<file path="src/rtl/multi_cycle.sv">
// multi_cycle: multi-cycle RV32I core sharing one instruction/data memory port.
// Each instruction walks FETCH -> DECODE -> EXECUTE -> [MEMORY] -> [WRITEBACK].
// Illegal encodings, ECALL/EBREAK and misaligned accesses park the core in TRAP
// until reset.
//
// Ports:
//   clk, reset        clock; asynchronous active-high reset
//   mem_req/mem_we    request valid / request is a write
//   mem_addr          byte address of the request
//   mem_byte_en       byte-lane enables
//   mem_wdata         lane-replicated store data
//   mem_ready         memory accepts/completes the request this cycle
//   mem_rdata         read data, valid with mem_req && mem_ready && !mem_we
//   pc, instruction   current instruction address / latched instruction
//   state             FSM state code (FETCH=0 .. TRAP=5)
//   retire            one-cycle pulse in the final cycle of an instruction
//   trap              high while in TRAP
module multi_cycle #(
    parameter int unsigned        XLEN         = 32,
    parameter logic [XLEN-1:0]    RESET_VECTOR = 32'h0000_0000
) (
    input  logic            clk,
    input  logic            reset,
    output logic            mem_req,
    output logic            mem_we,
    output logic [XLEN-1:0] mem_addr,
    output logic [3:0]      mem_byte_en,
    output logic [XLEN-1:0] mem_wdata,
    input  logic            mem_ready,
    input  logic [XLEN-1:0] mem_rdata,
    output logic [XLEN-1:0] pc,
    output logic [31:0]     instruction,
    output logic [2:0]      state,
    output logic            retire,
    output logic            trap
);

    if (XLEN != 32) begin : g_xlen_check
        $error("multi_cycle supports only XLEN=32");
    end

    typedef enum logic [2:0] {
        S_FETCH     = 3'd0,
        S_DECODE    = 3'd1,
        S_EXECUTE   = 3'd2,
        S_MEMORY    = 3'd3,
        S_WRITEBACK = 3'd4,
        S_TRAP      = 3'd5
    } state_t;

    localparam logic [6:0] OP_LUI    = 7'b0110111;
    localparam logic [6:0] OP_AUIPC  = 7'b0010111;
    localparam logic [6:0] OP_JAL    = 7'b1101111;
    localparam logic [6:0] OP_JALR   = 7'b1100111;
    localparam logic [6:0] OP_BRANCH = 7'b1100011;
    localparam logic [6:0] OP_LOAD   = 7'b0000011;
    localparam logic [6:0] OP_STORE  = 7'b0100011;
    localparam logic [6:0] OP_IMM    = 7'b0010011;
    localparam logic [6:0] OP_OP     = 7'b0110011;

    state_t cur_state, nxt_state;

    logic [31:0] op_a, op_b, imm_q, alu_out, load_data;
    // Entry 0 is cleared by reset and never written, so it always reads as x0.
    logic [31:0] regs [32];

    logic [6:0] opcode;
    logic [4:0] rd, rs1, rs2;
    logic [2:0] funct3;
    logic [6:0] funct7;
    logic       is_lui, is_auipc, is_jal, is_jalr, is_branch, is_load, is_store, is_op;
    logic       legal, taken, misaligned;
    logic [31:0] imm_dec, alu_b, alu_res, exec_res, lane, load_ext, wb_data;

    assign state  = cur_state;
    assign opcode = instruction[6:0];
    assign rd     = instruction[11:7];
    assign funct3 = instruction[14:12];
    assign rs1    = instruction[19:15];
    assign rs2    = instruction[24:20];
    assign funct7 = instruction[31:25];

    assign is_lui    = (opcode == OP_LUI);
    assign is_auipc  = (opcode == OP_AUIPC);
    assign is_jal    = (opcode == OP_JAL);
    assign is_jalr   = (opcode == OP_JALR);
    assign is_branch = (opcode == OP_BRANCH);
    assign is_load   = (opcode == OP_LOAD);
    assign is_store  = (opcode == OP_STORE);
    assign is_op     = (opcode == OP_OP);

    // SYSTEM and MISC-MEM opcodes fall through to illegal.
    always_comb begin
        legal = 1'b0;
        case (opcode)
            OP_LUI, OP_AUIPC, OP_JAL: legal = 1'b1;
            OP_JALR:   legal = (funct3 == 3'b000);
            OP_BRANCH: legal = (funct3 != 3'b010) && (funct3 != 3'b011);
            OP_LOAD:   legal = (funct3 != 3'b011) && (funct3 != 3'b110) && (funct3 != 3'b111);
            OP_STORE:  legal = (funct3 < 3'b011);
            OP_IMM: begin
                if (funct3 == 3'b001)
                    legal = (funct7 == 7'b0000000);
                else if (funct3 == 3'b101)
                    legal = (funct7 == 7'b0000000) || (funct7 == 7'b0100000);
                else
                    legal = 1'b1;
            end
            OP_OP: legal = (funct7 == 7'b0000000) ||
                           ((funct7 == 7'b0100000) && ((funct3 == 3'b000) || (funct3 == 3'b101)));
            default: legal = 1'b0;
        endcase
    end

    always_comb begin
        imm_dec = '0;
        case (opcode)
            OP_LUI, OP_AUIPC: imm_dec = {instruction[31:12], 12'b0};
            OP_JAL:    imm_dec = {{12{instruction[31]}}, instruction[19:12], instruction[20],
                                  instruction[30:21], 1'b0};
            OP_BRANCH: imm_dec = {{20{instruction[31]}}, instruction[7], instruction[30:25],
                                  instruction[11:8], 1'b0};
            OP_STORE:  imm_dec = {{21{instruction[31]}}, instruction[30:25], instruction[11:7]};
            default:   imm_dec = {{21{instruction[31]}}, instruction[30:20]};
        endcase
    end

    // instruction[30] selects SUB/SRA for register ops and SRAI for immediates.
    always_comb begin
        alu_b   = is_op ? op_b : imm_q;
        alu_res = '0;
        case (funct3)
            3'b000: alu_res = (is_op && funct7[5]) ? op_a - alu_b : op_a + alu_b;
            3'b001: alu_res = op_a << alu_b[4:0];
            3'b010: alu_res = {31'b0, $signed(op_a) < $signed(alu_b)};
            3'b011: alu_res = {31'b0, op_a < alu_b};
            3'b100: alu_res = op_a ^ alu_b;
            3'b101: alu_res = funct7[5] ? $unsigned($signed(op_a) >>> alu_b[4:0])
                                        : op_a >> alu_b[4:0];
            3'b110: alu_res = op_a | alu_b;
            default: alu_res = op_a & alu_b;
        endcase
    end

    always_comb begin
        if (is_lui)
            exec_res = imm_q;
        else if (is_auipc || is_jal)
            exec_res = pc + imm_q;
        else if (is_jalr || is_load || is_store)
            exec_res = op_a + imm_q;
        else
            exec_res = alu_res;
    end

    always_comb begin
        case (funct3)
            3'b000:  taken = (op_a == op_b);
            3'b001:  taken = (op_a != op_b);
            3'b100:  taken = ($signed(op_a) < $signed(op_b));
            3'b101:  taken = ($signed(op_a) >= $signed(op_b));
            3'b110:  taken = (op_a < op_b);
            3'b111:  taken = (op_a >= op_b);
            default: taken = 1'b0;
        endcase
    end

    // funct3[1:0] encodes access size for both loads and stores.
    always_comb begin
        case (funct3[1:0])
            2'b01:   misaligned = exec_res[0];
            2'b10:   misaligned = (exec_res[1:0] != 2'b00);
            default: misaligned = 1'b0;
        endcase
    end

    always_comb begin
        lane = mem_rdata >> {alu_out[1:0], 3'b000};
        case (funct3)
            3'b000:  load_ext = {{24{lane[7]}}, lane[7:0]};
            3'b001:  load_ext = {{16{lane[15]}}, lane[15:0]};
            3'b100:  load_ext = {24'b0, lane[7:0]};
            3'b101:  load_ext = {16'b0, lane[15:0]};
            default: load_ext = lane;
        endcase
    end

    always_comb begin
        if (is_load)
            wb_data = load_data;
        else if (is_jal || is_jalr)
            wb_data = pc + 32'd4;
        else
            wb_data = alu_out;
    end

    always_comb begin
        nxt_state   = cur_state;
        mem_req     = 1'b0;
        mem_we      = 1'b0;
        mem_addr    = pc;
        mem_byte_en = 4'b1111;
        mem_wdata   = '0;
        retire      = 1'b0;
        trap        = 1'b0;
        case (cur_state)
            S_FETCH: begin
                mem_req = 1'b1;
                if (mem_ready)
                    nxt_state = S_DECODE;
            end
            S_DECODE: nxt_state = legal ? S_EXECUTE : S_TRAP;
            S_EXECUTE: begin
                if (is_branch) begin
                    retire    = 1'b1;
                    nxt_state = S_FETCH;
                end else if (is_load || is_store) begin
                    nxt_state = misaligned ? S_TRAP : S_MEMORY;
                end else begin
                    nxt_state = S_WRITEBACK;
                end
            end
            S_MEMORY: begin
                mem_req  = 1'b1;
                mem_addr = alu_out;
                mem_we   = is_store;
                if (is_store) begin
                    case (funct3[1:0])
                        2'b00: begin
                            mem_wdata   = {4{op_b[7:0]}};
                            mem_byte_en = 4'b0001 << alu_out[1:0];
                        end
                        2'b01: begin
                            mem_wdata   = {2{op_b[15:0]}};
                            mem_byte_en = 4'b0011 << alu_out[1:0];
                        end
                        default: mem_wdata = op_b;
                    endcase
                end
                if (mem_ready) begin
                    retire    = is_store;
                    nxt_state = is_store ? S_FETCH : S_WRITEBACK;
                end
            end
            S_WRITEBACK: begin
                retire    = 1'b1;
                nxt_state = S_FETCH;
            end
            S_TRAP: trap = 1'b1;
            default: nxt_state = S_FETCH;
        endcase
        // State already sits at FETCH during reset; keep the port quiet.
        if (reset)
            mem_req = 1'b0;
    end

    always_ff @(posedge clk or posedge reset) begin
        if (reset) begin
            cur_state   <= S_FETCH;
            pc          <= RESET_VECTOR;
            instruction <= '0;
            op_a        <= '0;
            op_b        <= '0;
            imm_q       <= '0;
            alu_out     <= '0;
            load_data   <= '0;
        end else begin
            cur_state <= nxt_state;
            case (cur_state)
                S_FETCH: if (mem_ready) instruction <= mem_rdata;
                S_DECODE: begin
                    op_a  <= regs[rs1];
                    op_b  <= regs[rs2];
                    imm_q <= imm_dec;
                end
                S_EXECUTE: begin
                    alu_out <= exec_res;
                    if (is_branch)
                        pc <= taken ? pc + imm_q : pc + 32'd4;
                end
                S_MEMORY: begin
                    if (mem_ready) begin
                        if (is_store)
                            pc <= pc + 32'd4;
                        else
                            load_data <= load_ext;
                    end
                end
                S_WRITEBACK: begin
                    if (is_jal)
                        pc <= alu_out;
                    else if (is_jalr)
                        pc <= {alu_out[31:1], 1'b0};
                    else
                        pc <= pc + 32'd4;
                end
                default: ;
            endcase
        end
    end

    always_ff @(posedge clk or posedge reset) begin
        if (reset) begin
            for (int unsigned i = 0; i < 32; i++)
                regs[i] <= '0;
        end else if (cur_state == S_WRITEBACK && rd != 5'd0) begin
            regs[rd] <= wb_data;
        end
    end

endmodule

</file>
<file path="config.mk">
export PLATFORM = sky130hd
export DESIGN_NAME = multi_cycle
export DESIGN_NICKNAME = d
export VERILOG_FILES = /design/src/rtl/multi_cycle.sv
export SDC_FILE = /design/constraint.sdc
export NUM_CORES = 2
export LEC_CHECK = 0
export BUFFER_PORTS_ARGS = -buffer_cell sky130_fd_sc_hd__buf_2
export CORE_MARGIN = 2
export CORE_UTILIZATION = 40
export DETAILED_ROUTE_END_ITERATION = 8
export GPL_TIMING_DRIVEN = 0
export PLACE_DENSITY = 0.59
export SLEW_MARGIN = 40
export SYNTH_ARGS = -nofsm -noshare
export SYNTH_HDL_FRONTEND = slang
export SYNTH_SLANG_ARGS = --single-unit
</file>
<file path="constraint.sdc">
create_clock -name clk -period 77.8 [get_ports clk]
set_input_delay 7.78 -clock clk [delete_from_list [all_inputs] [get_ports clk]]
set_output_delay 7.78 -clock clk [all_outputs]
set_load 0.05 [all_outputs]
</file>
==> run_results.csv <==
group,metric,value,unit
cts,insertion_delay,0.81,ns
drt,vias_per_cell,6.549,
final_layout,fillers,18610,
critical_path,startpoint_type,"input port",
synthesis,synthMuxAreaShare,20.93,%
drt,detail_route.wirelength,374500,um
run,drv_cap,0,
timing,rsz0062_at_grt,"false",
critical_path,rrSetupSlack,70.73,ns
global_routing,gr-usage-met2,58.56,%
global_routing,use_met1,43.70,%
worst_hold_path,whs_endpoint,"regs[1012]",
placed_design,hpwl,296700,um
final_layout,final_util,45.40,%
die,ios,174,
global_routing,grt_usage,37.48,%
critical_path,worstReg2RegEnd,"alu_out[25]",
timing,layout_min_cycle_time,17.48,ns
synthesis,synth_area_leaders,"dfrtp_1 (40%), mux4_2 (19%), o21ai_0 (8.4%)",
cts,root_buffer,"clkbuf_16",
power,p_leak,35.80,nW
final_layout,syn_to_final_growth,12.83,%
die,die_w,444.1,um
drt,ant_nets,0,
synthesis,syn_inst,7879,
power,peakVddDrop,0.00003373,V
synthesis,synth_top_area_share,40.40,%
die,die_h,444.1,um
synthesis,syn_area_per_cell,9.835,um^2
final_layout,mostFrequentLayoutCell,"nand2_1",
synthesis,synth_simple_gate_area_share,12.20,%
synthesis,ys.flop_type,"dfrtp_1",
synthesis,synth_adder_area_share,3.129,%
global_routing,grt_pass1_wl,524100,um
die,coreArea,0.1926,mm^2
synthesis,synth-edff-count,0,
critical_path,r2r.worst_path.cells,20,
die,start_util,40.24,%
cts,clockBufferDepth,3,
timing,finalCritPeriodShare,22.47,%
worst_hold_path,hold_class,"register to register",
cts,cts_tree,"done",
synthesis,ys_ff_latch,1251,
placed_design,gp_congestion,1.103,
timing,setup_viol,0,
timing,worstMarginPinSlew,1.085,ns
global_routing,grt_pass1_vias,69870,
synthesis,synth_area,0.07749,mm^2
critical_path,path_max_fanout,10,
drt,drt-pass1-iter-count,8,
global_routing,grt-busiest-layer,"met2",
critical_path,cp.required,70.02,ns
drt,wl_per_cell,34.44,um
drt,vias,71210,
synthesis,synth_compound_area_share,17.57,%
timing,drv_slew,0,
timing,fmax,57.20,MHz
drt,drc_errors,0,
final_layout,layout.cells.most_common_list,"nand2_1 (1,526), o21ai_0 (1,296), dfrtp_1 (1,232)",
timing,skew,0.04309,ns
worst_hold_path,worstHoldStart,"regs[1012]",
critical_path,timing.rr.start,"instruction[3]",
final_layout,num-nets-final,8450,
critical_path,crit_path_end_kind,"output port",
cts,cts_resized,0,
global_routing,antenna_found_initial,17,
cts,cts_made_buffers,137,
cts,cts.hold.buffers_added,0,
global_routing,overflow,0,
placed_design,place_area,0.08253,mm^2
cts,cts_sinks,1251,
worst_hold_path,min_path_cells,1,
cts,post_cts_buffers,0,
cts,path_clk_slew,0.06,ns
placed_design,dp_cells,10610,
timing,max-slew-margin-rel,27.48,%
critical_path,crit_type,"input port to output port",
synthesis,ys_types,111,
final_layout,instances_no_fill,10870,
critical_path,critPathLaunch,"mem_ready",
global_routing,grt_max_degree,84,
synthesis,synth_nets,8106,
synthesis,yosys_warnings,0,
critical_path,worstPathArrival,9.70,ns
outcome,outcome,"finished, final reports clean",
synthesis,yosysTopAreaCell,"dfrtp_1",
timing,hold_viol,0,
final_layout,drive_gt1_share,16.87,%
synthesis,seq_area_frac_synth,40.40,%
placed_design,portBuffers,173,
die,die-area,0.1973,mm^2
final_layout,fin_area,0.08743,mm^2
cts,cts_max_level,4,
synthesis,synth_xor_area_share,1.221,%
global_routing,gr-usage-met3,9.902,%
power,power_density,39.58,mW/mm^2
synthesis,async_flop_share,100.0,%
timing,setup_tns,0,ns
die,fp-row-count,161,
synthesis,synth_top_family_by_area,"multiplexers",
drt,drt_iter0_markers,9300,
stage by stage:
stage / worst slack, ns / hold WS (ns) / power, mW
2_1_floorplan: 34.16 / 0.4413 / 1.915
3_3_place_gp: 21.01 / 0.4520 / 2.655
3_5_place_dp: 60.50 / 0.4633 / 2.684
4_1_cts: 60.48 / 0.4796 / 3.372
5_1_grt: 60.45 / 0.4955 / 3.534
6_report: 60.32 / 0.4840 / 3.460
sequential cells by signal (all words and copies together) (netlist names):
name         cells
regs          1024
alu_out         32
imm_q           32
instruction     32
load_data       32
op_a            32
op_b            32
pc              32
state            3
area by class of cell:
| class | instances | area [um^2] | share of cell area, % |
|---|---|---|---|
| Antenna cell | 16 | 40.04 | 0.04580 |
| Buffer | 730 | 3038 | 3.475 |
| Clock buffer | 198 | 4053 | 4.635 |
| Clock inverter | 50 | 658.1 | 0.7528 |
| Inverter | 168 | 643.1 | 0.7356 |
| Multi-Input combinational cell | 5730 | 42900 | 49.06 |
| Sequential cell | 1251 | 31330 | 35.83 |
| Tap cell | 2526 | 3161 | 3.615 |
| Timing Repair Buffer | 205 | 1612 | 1.843 |
metal layers:
layer	vias to the layer above	wire [um]
li1	29470	-
met2	4500	168000
met5	-	83
met4	10	38230
met3	1484	36870
met1	35740	131300
synthesized netlist by cell type, types with 67 or more instances:
cell type and count:
o21ai_0 1302, ha_1 189, inv_1 160, a211oi_1 83, nand3_1 154, o211ai_1 81
mux4_2 642, buf_1 73, mux2i_1 127, nor2_1 343, nand2_1 1526, xnor2_1 76
a21oi_1 328, clkbuf_1 598, o21ai_1 67, dfrtp_1 1251
power by group:
group	internal, mW	switching, mW	total [mW]
combinational	0.556	1.33	1.88
sequential	0.729	0.158	0.887
clock	0.399	0.291	0.689
worst max path at each step:
| stage | endpoint | slack, ns | depth (start not counted) |
|---|---|---|---|
| final | retire | 60.32 | 5 |
| after global routing | retire | 60.45 | 5 |
| after CTS | retire | 60.48 | 5 |
| after detailed placement | retire | 60.50 | 5 |
| after global placement | regs[791] | 21.01 | 2 |
| after floorplan | mem_req | 34.16 | 3 |
worst max-delay path, cell delays in order:
cell and delay, ns:
buf_2 0.16, a21oi_2 0.62, inv_1 0.28, clkbuf_1 0.47, buf_2 0.37
cell families (layout without fill, tap and decap cells):
logic type,count (synthesis),after routing
DFF,1251,1251
muxes,812,812
buffers and inverters,898,1351
other,0,16
xor gates and xnor gates,108,108
adders and majority gates,192,192
AOI/OAI and AO/OA,2331,2331
and+or+nand+nor,2287,2287
(Power assumes the default switching activity.)
